### src/rtl/ex_mem_stage.sv
// EX->MEM pipeline register: 2-entry skid buffer with valid/ready on both sides,
// branch/jump resolution producing a one-cycle PC redirect, and jump link rewrite.
module ex_mem_stage #(
    parameter int DATA_WIDTH     = 32,
    parameter int PC_WIDTH       = 9,
    parameter int REG_ADDR_WIDTH = 5
) (
    input  logic                      clk,
    input  logic                      reset,
    input  logic                      ex_valid,
    output logic                      ex_ready,
    input  logic [DATA_WIDTH-1:0]     ex_alu_result,
    input  logic [DATA_WIDTH-1:0]     ex_store_data,
    input  logic [DATA_WIDTH-1:0]     ex_imm,
    input  logic [PC_WIDTH-1:0]       ex_pc,
    input  logic [REG_ADDR_WIDTH-1:0] ex_rd,
    input  logic [5:0]                ex_ctrl,
    input  logic                      flush,
    output logic                      mem_valid,
    input  logic                      mem_ready,
    output logic [DATA_WIDTH-1:0]     mem_alu_result,
    output logic [DATA_WIDTH-1:0]     mem_store_data,
    output logic [REG_ADDR_WIDTH-1:0] mem_rd,
    output logic [3:0]                mem_ctrl,
    output logic                      redirect_valid,
    output logic [PC_WIDTH-1:0]       redirect_pc
);

    typedef struct packed {
        logic [DATA_WIDTH-1:0]     alu;
        logic [DATA_WIDTH-1:0]     sdata;
        logic [REG_ADDR_WIDTH-1:0] rd;
        logic [3:0]                ctrl;
    } entry_t;

    entry_t main_q, skid_q, in_entry;
    logic   main_v, skid_v;

    logic                is_branch, is_jump, taken;
    logic                accept, xfer;
    logic [PC_WIDTH-1:0] pc_plus4, target;

    assign is_branch = ex_ctrl[5];
    assign is_jump   = ex_ctrl[4];

    assign accept = ex_valid & ex_ready & ~flush;
    assign xfer   = main_v & mem_ready;

    assign pc_plus4 = ex_pc + PC_WIDTH'(4);
    assign target   = ex_pc + ex_imm[PC_WIDTH-1:0];
    assign taken    = is_jump | (is_branch & ex_alu_result[0]);

    always_comb begin
        in_entry       = '0;
        in_entry.alu   = is_jump ? DATA_WIDTH'(pc_plus4) : ex_alu_result;
        in_entry.sdata = ex_store_data;
        in_entry.rd    = ex_rd;
        // branches never touch memory or the register file
        in_entry.ctrl  = {ex_ctrl[3] & ~is_branch,
                          ex_ctrl[2] & ~is_branch,
                          ex_ctrl[1] & ~is_branch,
                          ex_ctrl[0]};
    end

    always_ff @(posedge clk or negedge reset) begin
        if (!reset) begin
            main_q   <= '0;
            skid_q   <= '0;
            main_v   <= 1'b0;
            skid_v   <= 1'b0;
            ex_ready <= 1'b1;
        end else if (flush) begin
            main_v   <= 1'b0;
            skid_v   <= 1'b0;
            ex_ready <= 1'b1;
        end else if (skid_v) begin
            // ex_ready is low here, so no accept can coincide with the skid drain
            if (xfer) begin
                main_q   <= skid_q;
                skid_v   <= 1'b0;
                ex_ready <= 1'b1;
            end
        end else if (!main_v || xfer) begin
            main_v <= accept;
            if (accept) begin
                main_q <= in_entry;
            end
        end else if (accept) begin
            skid_q   <= in_entry;
            skid_v   <= 1'b1;
            ex_ready <= 1'b0;
        end
    end

    always_ff @(posedge clk or negedge reset) begin
        if (!reset) begin
            redirect_valid <= 1'b0;
            redirect_pc    <= '0;
        end else begin
            redirect_valid <= accept & taken;
            if (accept && taken) begin
                redirect_pc <= target;
            end
        end
    end

    assign mem_valid      = main_v;
    assign mem_alu_result = main_q.alu;
    assign mem_store_data = main_q.sdata;
    assign mem_rd         = main_q.rd;
    assign mem_ctrl       = main_q.ctrl;

endmodule

### config.mk
export PLATFORM = sky130hd
export DESIGN_NAME = ex_mem_stage
export DESIGN_NICKNAME = d
export VERILOG_FILES = /design/src/rtl/ex_mem_stage.sv
export SDC_FILE = /design/constraint.sdc
export NUM_CORES = 1
export LEC_CHECK = 0
export BUFFER_PORTS_ARGS = -buffer_cell sky130_fd_sc_hd__buf_4
export CELL_PAD_IN_SITES_DETAIL_PLACEMENT = 1
export CELL_PAD_IN_SITES_GLOBAL_PLACEMENT = 1
export CORE_ASPECT_RATIO = 0.75
export CORE_MARGIN = 2
export CORE_UTILIZATION = 41
export CTS_BUF_LIST = sky130_fd_sc_hd__clkbuf_8
export DETAILED_ROUTE_END_ITERATION = 16
export MAX_ROUTING_LAYER = met4
export PLACE_DENSITY_LB_ADDON = 0.1
export SKIP_CTS_REPAIR_TIMING = 1
export SYNTH_ARGS = -nofsm -noshare
export SYNTH_HDL_FRONTEND = slang
export SYNTH_SLANG_ARGS = --single-unit
### constraint.sdc
create_clock -name clk -period 2.3 [get_ports clk]
set_clock_uncertainty 0.2 [all_clocks]
set_input_delay 0.46 -clock clk [delete_from_list [all_inputs] [get_ports clk]]
set_output_delay 0.46 -clock clk [all_outputs]
set_load 0.05 [all_outputs]
==> flow_summary.toml, run 1 <==
[worst_setup_path]
crit_fanout = 38
worstPathCellList = "dlygate4sd3_1 > buf_4 > and2b_2 > or3b_4 > buf_12 > mux2_4"
critPathCaptureType = "register"
crit_type = "in2reg"
max_stage_delay_ps = 540
worst-endpoint-arrival_ps = 2430
required_ps = 2450
crit_slowest_cell = "dlygate4sd3_1"
start_kind = "primary input"

[sta]
slew_viol_final = 0
hold_ws_ps = 32.4
finalWorstSetupSlack_ps = 17.4
hold_viol_final = 0
period_share_pct = 99.2
final.min_clock_period_ps = 2280
relSlewSlack_pct = 58.5
rsz0062_at_grt = "no"
fmax_mhz = 438
setup-tns-final_ps = 0
tightest_slew_ps = 623
setup_viol_count_final = 0

[drt]
via_per_inst = 5.07
drt_pass1_iterations = 4
via_count = 5871
wl_per_cell_um = 17.1
route.detailed.drc = 0
routed_wl_mm = 19.7
drtIter0Drc = 257
drtAntennaViolNets = 0

[floorplan]
die_w_um = 160
start_util_pct = 42.1
row_count = 42
die_area_sq_um = 19300
core_area_sq_um = 17700
die_h_um = 121
ios = 206

[global_routing]
met1_usage_pct = 28.0
busiest_layer = "met2"
grt.total_usage_pct = 22.0
use_met2_pct = 34.9
grt_pass1_vias = 6339
grt_pass1_wl_mm = 32.6
antenna_found_initial = 0
grt_use_met3_pct = 6.14
grt_max_degree = 111
overflow = 0

[synth]
synth_common_cells = "203 x nand2_1, 158 x dfrtp_1, 96 x o21ai_0"
synth.most_common_cell = "nand2_1"
synth-edff-count = 0
postSynthAreaPerCell_sq_um = 10.2
synthTopCellsByArea = "dfrtp_1 53%, nand2_1 10%, mux2_4 7.7%, o21ai_0 6.4%, mux2i_1 6.0%"
yosysWarningCount = 0
yosys.area.top_type_share_pct = 53.0
synthesis.nets = 862
yosysTopAreaCell = "dfrtp_1"
synthArstFlopShare_pct = 100
synth_seq_cells = 159
ys_types = 46
ys.flop_type = "dfrtp_1"
synth_seq_area_share_pct = 53.4
synth_area_sq_um = 7450
netlist_instances = 731

[power]
powerDensity_nw_per_um2 = 1020
peakVddDrop_uv = 451
power.leakage_nw = 4.67

[run]
maxCapViolations = 0

[hold_path]
hold_class = "in2reg"

[clock_tree]
cts_buffers = 17
clockBufferDepth = 2
cts_tree = "yes"
h-tree-depth = 4
root_buffer = "clkbuf_8"
cts_num_sinks = 159
worstSkewPairLatency_ps = 460
clk_pin_slew_ps = 90

[outcome]
status = "finished, final reports clean"

[cells_and_area]
nets = 1033
area_growth_pct = 27.7
final_util_pct = 53.7
drive_gt1_share_pct = 29.7
diodes = 0

[placed_design]
dpl.hpwl_mm = 13.8
place_ws_ps = -1.21
gp_congestion = 0.821
port_buffers = 182
power breakdown:
group | internal (mW) | switching (mW) | leakage, nW
registers | 3.58 | 0.472 | 2.02
logic | 1.29 | 2.31 | 2.45
clock network | 0.927 | 1.18 | 0.205
total | 5.79 | 3.96 | 4.67
state kept, by name, summed over array words and instances (netlist names):
signal	flops
ex_ready	1
mem_alu_result	32
mem_ctrl	4
mem_rd	5
mem_store_data	32
mem_valid	1
redirect_pc	9
redirect_valid	1
skid_q	73
skid_v	1
kinds of logic after synthesis:
group,count (synthesis),synth area share [%]
AO/OA/AOI/OAI,154,11.5
multiplexers,84,13.8
XOR/XNOR,7,0.823
flip-flops,159,53.4
buffers and inverters,52,3.41
adder cells (fa/ha/maj),10,1.78
AND/OR/NAND/NOR,265,15.2
metrics by stage:
step	std cells	power [mW]	area [sq um]
CTS	1153	9.87	9470
global route	1157	10.3	9520
global placement	1121	7.56	9080
finish	1157	9.75	9520
detailed placement	1121	7.73	9080
floorplan	731	6.43	7450
cells in the final DEF (no fill, tap or decap), types with 3 or more instances in the layout:
| master | count |
|---|---|
| nand2_1 | 203 |
| buf_4 | 186 |
| dfrtp_1 | 157 |
| o21ai_0 | 96 |
| mux2i_1 | 45 |
| mux2_4 | 38 |
| nand2b_1 | 30 |
| clkbuf_8 | 18 |
| o21ai_1 | 16 |
| a21oi_1 | 11 |
| nor2_1 | 9 |
| ha_1 | 9 |
| inv_1 | 6 |
| nand3_1 | 6 |
| inv_6 | 6 |
| buf_12 | 6 |
| a31oi_1 | 5 |
| xnor2_1 | 5 |
| a211oi_1 | 4 |
| o211ai_1 | 4 |
| dlygate4sd3_1 | 4 |
| nor2b_1 | 3 |
| a21o_1 | 3 |
| nand4_1 | 3 |
| inv_8 | 3 |
critical path: cells and delay by family:
family / cells / cell delay (ps)
buffers and inverters: 3 / 920
muxes: 1 / 330
and+or+nand+nor: 2 / 700
area by class of cell:
type	count	area, sq um
fillers	1988	8190
multi-input cells	520	3240
well taps	242	303
inverters	6	22.5
clock inverters	14	144
clock buffers	18	248
repair buffers	198	1580
flip-flops and latches	159	3980
path summary, 6_finish.rpt:
path                                         start                  to  slack [ps]  cells after the start
worst min register to register  mem_alu_result[28]  mem_alu_result[28]         280                      2
max in group asynchronous                    reset   mem_alu_result[0]         900                      3
worst max-delay path                     mem_ready          skid_q[10]          20                      6
worst min-delay path                         flush           mem_valid          30                      2
min in group asynchronous                    reset      redirect_pc[5]         350                      2
worst max register to register            ex_ready          skid_q[10]         110                      4
routing by layer:
| metal | share of wire [%] | wire length (um) | vias up |
|---|---|---|---|
| met5 | 0 | 0 | - |
| met4 | 1.3 | 259 | 0 |
| met3 | 5.4 | 1070 | 21 |
| met2 | 47 | 9370 | 131 |
| met1 | 46 | 9030 | 2908 |
| li1 | - | - | 2811 |
(Power assumes the default switching activity.)
==> inputs of run 2 (changes only) <==
- RECOVER_POWER: default -> 50
==> run 2 against run 1 <==
First-iteration DRC count grew 4.3%. Sequential share of layout area increased by 0.69 points. Critical endpoint unchanged. Cell area fell by 1.6%. Setup slack got worse by 2.9 ps. Register-to-register slack about the same. Core utilization is 0.87 points lower. Critical path type unchanged. Via count increased by 0.26%. Die area is the same. Power is 1.4% lower. Maximum frequency decreased by 0.13%.
==> flow_summary.toml, run 2 (same netlist as run 1, synthesis figures left out) <==
[sta]
final.min_clock_period_ps = 2290
relSlewSlack_pct = 33.5
setup_viol_count_final = 0
fmax_mhz = 438
slew_viol_final = 0
hold_viol_final = 0
rsz0062_at_grt = "no"
tightest_slew_ps = 998
period_share_pct = 99.4

[clock_tree]
clockBufferDepth = 2
clk_pin_slew_ps = 90
h-tree-depth = 4
cts_buffers = 17
worstSkewPairLatency_ps = 460
cts_num_sinks = 159
root_buffer = "clkbuf_8"
cts_tree = "yes"

[global_routing]
antenna_found_initial = 0
grt_pass1_vias = 6339
grt_max_degree = 111
grt.total_usage_pct = 22.0
overflow = 0
grt_pass1_wl_mm = 32.6

[worst_setup_path]
worst-endpoint-arrival_ps = 2430
path_depth = 6
required_ps = 2440
cp_top_family = "buffers and inverters"
crit_slowest_cell = "dlygate4sd3_1"
crit_buf_inv = 3
max_stage_delay_ps = 540
rr_worst_depth = 4
start_kind = "primary input"
worstPathCellList = "dlygate4sd3_1 > buf_4 > and2b_2 > or3b_4 > buf_12 > mux2_4"
crit_fanout = 38
critPathCaptureType = "register"
crit_type = "in2reg"

[cells_and_area]
postLayoutCellArea_sq_um = 9360
largest_reg_flops = 73
regMostFlops = "skid_q"
diodes = 0
nets = 1033
final_common_cell = "nand2_1"
fin_cells = 1157
drive_gt1_share_pct = 26.3
area_growth_pct = 25.6
final_cell_mix = "203 x nand2_1, 157 x dfrtp_1, 155 x buf_4"

[run]
maxCapViolations = 0

[floorplan]
ios = 206
die_h_um = 121
row_count = 42
die_area_sq_um = 19300
start_util_pct = 42.1
die_w_um = 160
core_area_sq_um = 17700

[power]
switching_share_pct = 41.1
p_int_mw = 5.67
p_sw_mw = 3.95
powerDensity_nw_per_um2 = 1030
peakVddDrop_uv = 428
total_power_mw = 9.62
power.leakage_nw = 4.54
combPwrFrac_pct = 36.1
clockPowerShare_pct = 21.8
p_seq_share_pct = 42.0

[hold_path]
holdPathStages = 2
hold_class = "in2reg"

[drt]
drtIter0Drc = 268
via_per_inst = 5.09
route.detailed.drc = 0
drtAntennaViolNets = 0
drt_pass1_iterations = 4
wl_per_cell_um = 17.0
routed_wl_mm = 19.7
via_count = 5886

[outcome]
status = "finished, final reports clean"

[placed_design]
placed_cell_area_sq_um = 9080
dpl.hpwl_mm = 13.8
gp_congestion = 0.821
port_buffers = 182
dpl.cell_count = 1121
-- run 2: cell types whose count changed in the layout (fill, tap and decap cells not counted), sizes merged --
cell,before,now
buf,194,162
clkbuf,18,50
-- run 2: cell type report --
type | instances | area (sq um)
Clock buffer | 18 | 248
Clock inverter | 14 | 144
Fill cell | 1998 | 8350
Inverter | 6 | 22.5
Multi-Input combinational cell | 520 | 3240
Sequential cell | 159 | 3980
Tap cell | 242 | 303
Timing Repair Buffer | 198 | 1430
-- run 2: power groups by stage --
stage	Combinational (mW)	Sequential [mW]	Clock, mW
finish	3.47	4.04	2.10
CTS	3.64	4.05	2.18
detailed placement	3.63	4.10	0
global route	3.72	4.15	2.28
global placement	3.54	4.02	0
floorplan	1.07	5.36	0
-- run 2: metrics by stage --
step	worst slack (ps)	util, %	setup TNS, ps	hold slack [ps]
after floorplan	105	-	0	-35.6
after CTS	40.8	53.5	0	-251
after detailed placement	-1.21	51.3	-1.21	262
final	14.5	52.9	0	32.8
after global placement	36.2	51.3	0	252
after global routing	4.91	52.9	0	1.37
-- run 2: path summary, 6_finish.rpt --
check / from / endpoint / slack (ps)
worst max-delay path: mem_ready / skid_q[10] / 10
min in group asynchronous: reset / redirect_pc[5] / 340
max in group asynchronous: reset / skid_q[23] / 280
worst min-delay path: flush / mem_valid / 30
worst min register to register: mem_alu_result[28] / mem_alu_result[28] / 270
worst max register to register: ex_ready / skid_q[10] / 110
-- run 2: routing by layer --
layer	track usage [%]	vias to the layer above	wire length [um]
li1	-	2811	-
met1	28.0	2923	9030
met2	34.9	131	9370
met3	6.14	21	1050
met4	5.85	0	258
met5	-	-	0
